--- src/rtl/instr_fetch_queue.sv ---
`default_nettype none
//============================================================================
// Module   : instr_fetch_queue
// Brief    : Instruction-fetch FSM with a DEPTH-entry prefetch queue and
//            redirect/discard handling. Optional perf counters: IFQ_PERF_EN.
// Revision : 1.0 - initial release
//============================================================================
module instr_fetch_queue #(
    parameter int AW                = 32,
    parameter int W                 = 32,
    parameter int DEPTH             = 4,
    parameter logic [AW-1:0] RESET_PC = {AW{1'b0}}
) (
    input  logic          clk,
    input  logic          reset_n,
    output logic          imem_req,
    output logic [AW-1:0] imem_adr,
    input  logic [W-1:0]  imem_rdata,
    input  logic          imem_ack,
    input  logic          imem_abort,
    input  logic          redirect,
    input  logic [AW-1:0] redirect_pc,
    output logic          out_valid,
    input  logic          out_ready,
    output logic [W-1:0]  out_instr,
    output logic [AW-1:0] out_pc4
`ifdef IFQ_PERF_EN
    ,
    output logic [31:0]   fetch_cnt,
    output logic [31:0]   discard_cnt
`endif
);

    localparam int c_IDX_W = $clog2(DEPTH);

    localparam logic [1:0] c_IDLE = 2'd0;
    localparam logic [1:0] c_REQ  = 2'd1;
    localparam logic [1:0] c_WAIT = 2'd2;

    localparam logic [c_IDX_W:0] c_PTR_ONE = {{c_IDX_W{1'b0}}, 1'b1};

    logic [1:0]       r_state;
    logic [1:0]       w_state_nxt;
    logic [AW-1:0]    r_fpc;
    logic [AW-1:0]    r_adr;
    logic             r_discard;
    logic [c_IDX_W:0] r_wptr;
    logic [c_IDX_W:0] r_rptr;
    logic [W-1:0]     r_instr_mem [DEPTH];
    logic [AW-1:0]    r_pc4_mem   [DEPTH];

    logic             w_empty;
    logic             w_full;
    logic             w_pop;
    logic             w_in_wait;
    logic             w_resp;
    logic             w_ack_ok;
    logic             w_drop;
    logic             w_push;
    logic [AW-1:0]    w_fpc_inc;

    assign w_empty   = (r_wptr == r_rptr);
    assign w_full    = (r_wptr[c_IDX_W] != r_rptr[c_IDX_W]) &&
                       (r_wptr[c_IDX_W-1:0] == r_rptr[c_IDX_W-1:0]);
    assign w_pop     = !w_empty && out_ready;
    assign w_in_wait = (r_state == c_WAIT);
    assign w_resp    = w_in_wait && (imem_ack || imem_abort);
    // abort has precedence over ack when both arrive together
    assign w_ack_ok  = w_in_wait && imem_ack && !imem_abort;
    assign w_drop    = r_discard || redirect;
    assign w_push    = w_ack_ok && !w_drop;
    assign w_fpc_inc = r_fpc + AW'(4);

    always_comb begin
        w_state_nxt = r_state;
        case (r_state)
            c_IDLE: begin
                // slot reserved at issue, so a pop this cycle frees room
                if (!redirect && (!w_full || w_pop)) begin
                    w_state_nxt = c_REQ;
                end
            end
            c_REQ: begin
                w_state_nxt = c_WAIT;
            end
            c_WAIT: begin
                if (imem_abort) begin
                    w_state_nxt = w_drop ? c_IDLE : c_REQ;
                end else if (imem_ack) begin
                    w_state_nxt = c_IDLE;
                end
            end
            default: begin
                w_state_nxt = c_IDLE;
            end
        endcase
    end

    always_ff @(posedge clk) begin
        if (!reset_n) begin
            r_state   <= c_IDLE;
            r_fpc     <= RESET_PC;
            r_adr     <= RESET_PC;
            r_discard <= 1'b0;
        end else begin
            r_state <= w_state_nxt;

            if (redirect) begin
                r_fpc <= redirect_pc;
            end else if (w_push) begin
                r_fpc <= w_fpc_inc;
            end

            // address for the memory is frozen once the fetch leaves IDLE
            if (r_state == c_IDLE) begin
                r_adr <= r_fpc;
            end

            if (w_resp) begin
                r_discard <= 1'b0;
            end else if (redirect && (r_state != c_IDLE)) begin
                r_discard <= 1'b1;
            end
        end
    end

    always_ff @(posedge clk) begin
        if (!reset_n) begin
            r_wptr <= '0;
            r_rptr <= '0;
            for (int i = 0; i < DEPTH; i++) begin
                r_instr_mem[i] <= '0;
                r_pc4_mem[i]   <= '0;
            end
        end else begin
            if (w_push) begin
                r_instr_mem[r_wptr[c_IDX_W-1:0]] <= imem_rdata;
                r_pc4_mem[r_wptr[c_IDX_W-1:0]]   <= w_fpc_inc;
                r_wptr <= r_wptr + c_PTR_ONE;
            end

            if (redirect) begin
                r_rptr <= r_wptr;
            end else if (w_pop) begin
                r_rptr <= r_rptr + c_PTR_ONE;
            end
        end
    end

    assign imem_req  = (r_state == c_REQ);
    assign imem_adr  = (r_state == c_IDLE) ? r_fpc : r_adr;
    assign out_valid = !w_empty;
    assign out_instr = r_instr_mem[r_rptr[c_IDX_W-1:0]];
    assign out_pc4   = r_pc4_mem[r_rptr[c_IDX_W-1:0]];

`ifdef IFQ_PERF_EN
    logic [31:0] r_fetch_cnt;
    logic [31:0] r_discard_cnt;

    always_ff @(posedge clk) begin
        if (!reset_n) begin
            r_fetch_cnt   <= '0;
            r_discard_cnt <= '0;
        end else begin
            if (w_push) begin
                r_fetch_cnt <= r_fetch_cnt + 32'd1;
            end
            if (w_resp && w_drop) begin
                r_discard_cnt <= r_discard_cnt + 32'd1;
            end
        end
    end

    assign fetch_cnt   = r_fetch_cnt;
    assign discard_cnt = r_discard_cnt;
`endif

endmodule
`default_nettype wire
--- config.mk ---
export PLATFORM = sky130hd
export DESIGN_NAME = instr_fetch_queue
export DESIGN_NICKNAME = d
export VERILOG_FILES = /design/src/rtl/instr_fetch_queue.sv
export SDC_FILE = /design/constraint.sdc
export NUM_CORES = 1
export LEC_CHECK = 0
export ABC_AREA = 0
export CORE_ASPECT_RATIO = 0.8
export CORE_MARGIN = 8
export CORE_UTILIZATION = 43
export CTS_CLUSTER_SIZE = 28
export DETAILED_ROUTE_END_ITERATION = 7
export PLACE_DENSITY = 0.63
export SYNTH_ARGS = -nofsm -noshare
export SYNTH_HDL_FRONTEND = slang
export SYNTH_SLANG_ARGS = --single-unit
--- constraint.sdc ---
create_clock -name clk -period 7.35 [get_ports clk]
set_input_delay 0.735 -clock clk [delete_from_list [all_inputs] [get_ports clk]]
set_output_delay 0.735 -clock clk [all_outputs]
set_load 0.01 [all_outputs]
==> impl_metrics.ini, run 1 <==
[route]
drc = 0
totalWireLength_um = 36100
avgRoutedWirePerCell_um = 22.0
drt_iter0_drc = 722
ant_nets = 0
drt_first_pass_iters = 6
dr_total_vias = 8827
vias_per_cell = 5.38

[clocking]
cts.sinks = 331
clockBufferDepth = 3
clkTransAtPathRegs_ps = 50
cts-htree-levels = 2
cts_resized = 0
clkLatencyLatePin_ps = 530
cts_setup_buffers = 0
cts_made_buffers = 36
cts_tree = done
postCtsHoldBufs = 0
cts_root_buffer = clkbuf_16

[sta]
rsz0062_at_grt = no
drv_slew = 0
fmax_ghz = 0.234
tightest_slew_ps = 1040
setup_tns_ps = 0
finalCriticalPeriod_ps = 4270
fin_crit_sh_pct = 58.1
max-slew-margin-rel_pct = 30.7
final-setup-viol-count = 0
hold_viol_final = 0
finalClockSkew_ps = 17.8

[synthesis]
synth_top_area_share_pct = 53.0
synth_edf_count = 256
yosys-top-cells-area = edfxtp_1 (53%), dfxtp_1 (10%), mux4_2 (9.9%)
yosys.area.top_type = edfxtp_1
synth_most_common_cell = edfxtp_1
synth_warnings = 0
synth_nets = 1108
synth_flop_cell = edfxtp_1
yosysSeqAreaShare_pct = 63.4
synth_cell_types = 60
synth_common_cells = edfxtp_1 (256), and2_1 (140), nor2_1 (139)
async_flop_share_pct = 0
syn_area_um2 = 14500
avgSynthCellArea_um2 = 14.0
synth_cells = 1035
ys_seq_elements = 331

[grt]
grt_usage_pct = 17.8
gr-total-overflow = 0
antenna_found_initial = 1
grt_start_max_net_pins = 69
grt_pass1_vias = 9340
grt_pass1_wl_um = 56000

[critical_path]
end_kind = register
crit_start = redirect
crit_path_end = r_instr_mem[0][24]$_SDFFCE_PN0P_
r2r-end = r_instr_mem[0][24]$_SDFFCE_PN0P_
start_kind = input port
cp_max_fo = 64
reg2reg_from = r_state[1]$_SDFFE_PN0P_
cpPeakStageDelay_ps = 800
r2r_setup_slack_ps = 3440
crit_chain = clkdlybuf4s50_1, buf_4, nor4_4, buf_4, nand2_4, or3_4, nand2_4
required_ps = 7480
r2r_cells = 6
slowest_stage = nand2_4
critical_path_class = in -> reg
cp.arrival_ps = 4410

[floorplan]
io_pins = 168
fp.dieArea_um2 = 39900
fp.dieW_um = 221
num_rows = 60
die_height_um = 180
initial_core_util_pct = 43.4
core_region_area_um2 = 33400

[final_layout]
final_nets = 1251
nFillCells = 2794
final_util_pct = 52.5
area_growth_pct = 21.0
drive_above_1_share_pct = 14.5

[outcome]
status = completed

[job]
maxCapViolations = 0

[power]
power.leakage_uw = 0.00623
max-vdd-ir-drop_uv = 138
power_uw = 4120
p_per_area_nw_per_um2 = 235

[placed_design]
place.gp.congestion = 0.768
dpl.hpwl_um = 22000
io_buffers = 167

[worst_hold_path]
min_path_cells = 1
min_path_type = reg -> reg
-- flip-flops by register name, summed over array words and instances (netlist names), named ones only --
| register | cells |
|---|---|
| r_fpc | 32 |
| r_discard | 1 |
| r_adr | 32 |
| r_instr_mem | 128 |
| r_wptr | 3 |
| r_rptr | 3 |
| r_state | 2 |
| r_pc4_mem | 128 |
-- layer usage --
metal	vias to the layer above	track usage [%]	part of all wire (%)
li1	4100	-	-
met5	-	0	0
met2	259	28.1	46
met1	4428	24.8	47
met3	40	4.07	5.7
met4	0	3.97	1.8
-- critical path: cells and delay by family --
family / cells / cell delay (ps)
buffers and inverters: 3 / 1250
and+or+nand+nor: 4 / 2330
-- cell usage in the layout, fill, tap and decap left out, types with 15 or more instances in the layout --
cell and instances:
and3_1 41, dfxtp_1 73, and2_1 140, clkbuf_16 37, clkdlybuf4s50_1 166, mux4_2 64, xor2_1 21, edfxtp_1 256
nand3_1 18, mux2_2 30, nand2_1 22, a22oi_1 15, nor2_1 138
-- worst min-delay path by stage --
| stage | startpoint | to | slack [ps] |
|---|---|---|---|
| 6_report | r_state[0]$_SDFFE_PN0P_ | r_state[0]$_SDFFE_PN0P_ | 500 |
| 5_1_grt | r_state[0]$_SDFFE_PN0P_ | r_state[0]$_SDFFE_PN0P_ | 530 |
| 4_1_cts | r_state[0]$_SDFFE_PN0P_ | r_state[0]$_SDFFE_PN0P_ | 500 |
| 3_5_place_dp | r_state[0]$_SDFFE_PN0P_ | r_state[0]$_SDFFE_PN0P_ | 490 |
| 3_3_place_gp | r_state[0]$_SDFFE_PN0P_ | r_state[0]$_SDFFE_PN0P_ | 490 |
| 2_1_floorplan | r_state[0]$_SDFFE_PN0P_ | r_state[0]$_SDFFE_PN0P_ | 430 |
-- cells by family (layout without fill, tap and decap cells) --
logic type / after synthesis / count (layout) / synth area share, %
AOI/OAI and AO/OA: 76 / 76 / 3.47
xor gates and xnor gates: 35 / 35 / 2.11
adders and majority gates: 3 / 3 / 0.259
buffers and inverters: 82 / 252 / 2.58
DFF: 331 / 331 / 63.4
muxes: 98 / 98 / 12.5
other: 0 / 2 / 0
and+or+nand+nor: 410 / 410 / 15.7
-- power breakdown --
group	internal [µW]	switching, µW
logic	181	175
clock network	929	708
registers	2080	47.0
-- per-stage QoR --
stage / cell area [µm²] / hold WS [ps] / setup slack, ps / instances
final: 17600 / 500 / 3080 / 1641
after global routing: 17500 / 528 / 2910 / 1640
after CTS: 17500 / 502 / 3090 / 1639
after detailed placement: 16500 / 492 / 2560 / 1574
after global placement: 16500 / 487 / 2600 / 1574
after floorplan: 14500 / 426 / 570 / 1035
-- final cells by class --
| cell class | count | area [µm²] | area share [%] |
|---|---|---|---|
| Sequential cell | 331 | 9200 | 52.4 |
| Multi-Input combinational cell | 622 | 4970 | 28.3 |
| Timing Repair Buffer | 179 | 1760 | 10.0 |
| Clock buffer | 51 | 978 | 5.57 |
| Tap cell | 434 | 543 | 3.09 |
| Clock inverter | 14 | 68.8 | 0.392 |
| Inverter | 8 | 30.0 | 0.171 |
| Antenna cell | 2 | 5.00 | 0.0285 |
Note: power is estimated with default switching activity, not from simulation.
==> run 2: changes to the inputs <==
Clock period 7.35 ns to 3.96 ns, I/O delays scaled along.
==> impl_metrics.ini, run 2 (synthesis results as in run 1) <==
[outcome]
status = completed

[final_layout]
n_antenna_cell = 0
top_regs = r_instr_mem x128, r_pc4_mem x128
final_nets = 1260
final_common_cell = edfxtp_1
final_util_pct = 53.4
final_cells = 1649
final_area_um2 = 17800
final_cell_mix = edfxtp_1 (256), clkdlybuf4s50_1 (166), and2_1 (140), nor2_1 (138), dfxtp_1 (73)
area_growth_pct = 23.0
nFillCells = 2810
drive_above_1_share_pct = 15.7

[route]
drt_first_pass_iters = 5
drt_iter0_drc = 642
drc = 0
totalWireLength_um = 36200
dr_total_vias = 8932
avgRoutedWirePerCell_um = 22.0
ant_nets = 0
vias_per_cell = 5.42

[critical_path]
critical_path_class = reg -> out
end_kind = output port
crit_chain = nor2_2, inv_1, o21ai_0, clkdlybuf4s50_1
r2r_setup_slack_ps = 1160
slowest_stage = nor2_2
cp_max_fo = 18
required_ps = 3560
cpPeakStageDelay_ps = 710
r2r-end = r_pc4_mem[1][26]$_SDFFCE_PN0P_
crit_start = r_state[1]$_SDFFE_PN0P_
r2r_cells = 6
cp.arrival_ps = 2850
reg2reg_from = r_fpc[2]$_SDFFE_PN0P_
start_kind = register

[placed_design]
dpl-instance-area_um2 = 16600
place.gp.congestion = 0.787
dpl.hpwl_um = 22800
io_buffers = 167
dp_cells = 1583
pre_cts_ws_ps = 849

[job]
maxCapViolations = 0

[sta]
tightest_slew_ps = 1050
finalClockSkew_ps = 16.2
drv_slew = 0
fin_crit_sh_pct = 81.9
hold_viol_final = 0
final-setup-viol-count = 0
rsz0062_at_grt = no
max-slew-margin-rel_pct = 30.1
setup_tns_ps = 0
fmax_ghz = 0.308
finalCriticalPeriod_ps = 3240
setup_slack_ps = 717

[clocking]
cts_resized = 0
clkTransAtPathRegs_ps = 60
cts.sinks = 331
postCtsHoldBufs = 0
clkLatencyLatePin_ps = 530
cts_made_buffers = 36
cts-htree-levels = 2
clockBufferDepth = 3
cts_root_buffer = clkbuf_16
cts_tree = done
cts_setup_buffers = 0

[grt]
grt_pass1_vias = 9323
gr-total-overflow = 0
grt_usage_pct = 17.8
grt_pass1_wl_um = 56100
grt_start_max_net_pins = 65
antenna_found_initial = 0

[floorplan]
fp.dieArea_um2 = 39900
die_height_um = 180
core_region_area_um2 = 33400
num_rows = 60
fp.dieW_um = 221
initial_core_util_pct = 43.4
io_pins = 168

[worst_hold_path]
min_path_cells = 2
hold_end = r_fpc[6]$_SDFFE_PN0P_
worst_hold_startpoint = reset_n
min_path_type = in -> reg

[power]
power.leakage_uw = 0.00638
p_per_area_nw_per_um2 = 453
max-vdd-ir-drop_uv = 225
## run 2: cell types whose count changed in the layout (fill, tap and decap cells not counted), moves of 2 or more
cell / previous run / this run
buf_4: 12 / 16
buf_12: 0 / 5
bufinv_16: 0 / 6
diode_2: 2 / 0
clkbuf_1: 14 / 9
## run 2: cell type report
cell class | count | area [µm²] | share of cell area [%]
Inverter | 8 | 30.0 | 0.168
Clock inverter | 20 | 251 | 1.41
Clock buffer | 46 | 960 | 5.38
Multi-Input combinational cell | 622 | 4970 | 27.9
Sequential cell | 331 | 9200 | 51.6
Timing Repair Buffer | 188 | 1890 | 10.6
Tap cell | 434 | 543 | 3.04
## run 2: per-stage QoR
step,hold WS [ps],power [µW]
2_1_floorplan,426,4320
3_5_place_dp,505,4700
3_3_place_gp,499,4700
5_1_grt,432,8340
6_report,426,8080
4_1_cts,390,8160
## run 2: worst max path at each step
stage | end
after floorplan | r_instr_mem[3][0]$_DFFE_PP_
after global placement | r_pc4_mem[2][10]$_SDFFCE_PN0P_
after detailed placement | r_pc4_mem[2][7]$_SDFFCE_PN0P_
after CTS | imem_adr[4]
after global routing | imem_adr[4]
final | imem_adr[4]
## run 2: where the power goes
group | internal [µW] | leakage, µW | switching [µW] | total, µW
sequential | 3860 | 0.00326 | 91.1 | 3950
clock | 2110 | 0.000589 | 1350 | 3460
combinational | 348 | 0.00253 | 326 | 675
total | 6310 | 0.00638 | 1760 | 8080
## run 2: per-layer routing
layer	GRT usage, %	wire (µm)
met1	25.0	16900
met2	28.3	16600
met3	4.13	2280
met4	3.57	471
met5	0	0
## run 2: critical path: cells and delay by family (launching register included)
| kind | cells | cell delay [ps] |
|---|---|---|
| buffers and inverters | 2 | 910 |
| AND/OR/NAND/NOR | 1 | 710 |
| flip-flops | 1 | 360 |
| AO/OA/AOI/OAI | 1 | 340 |
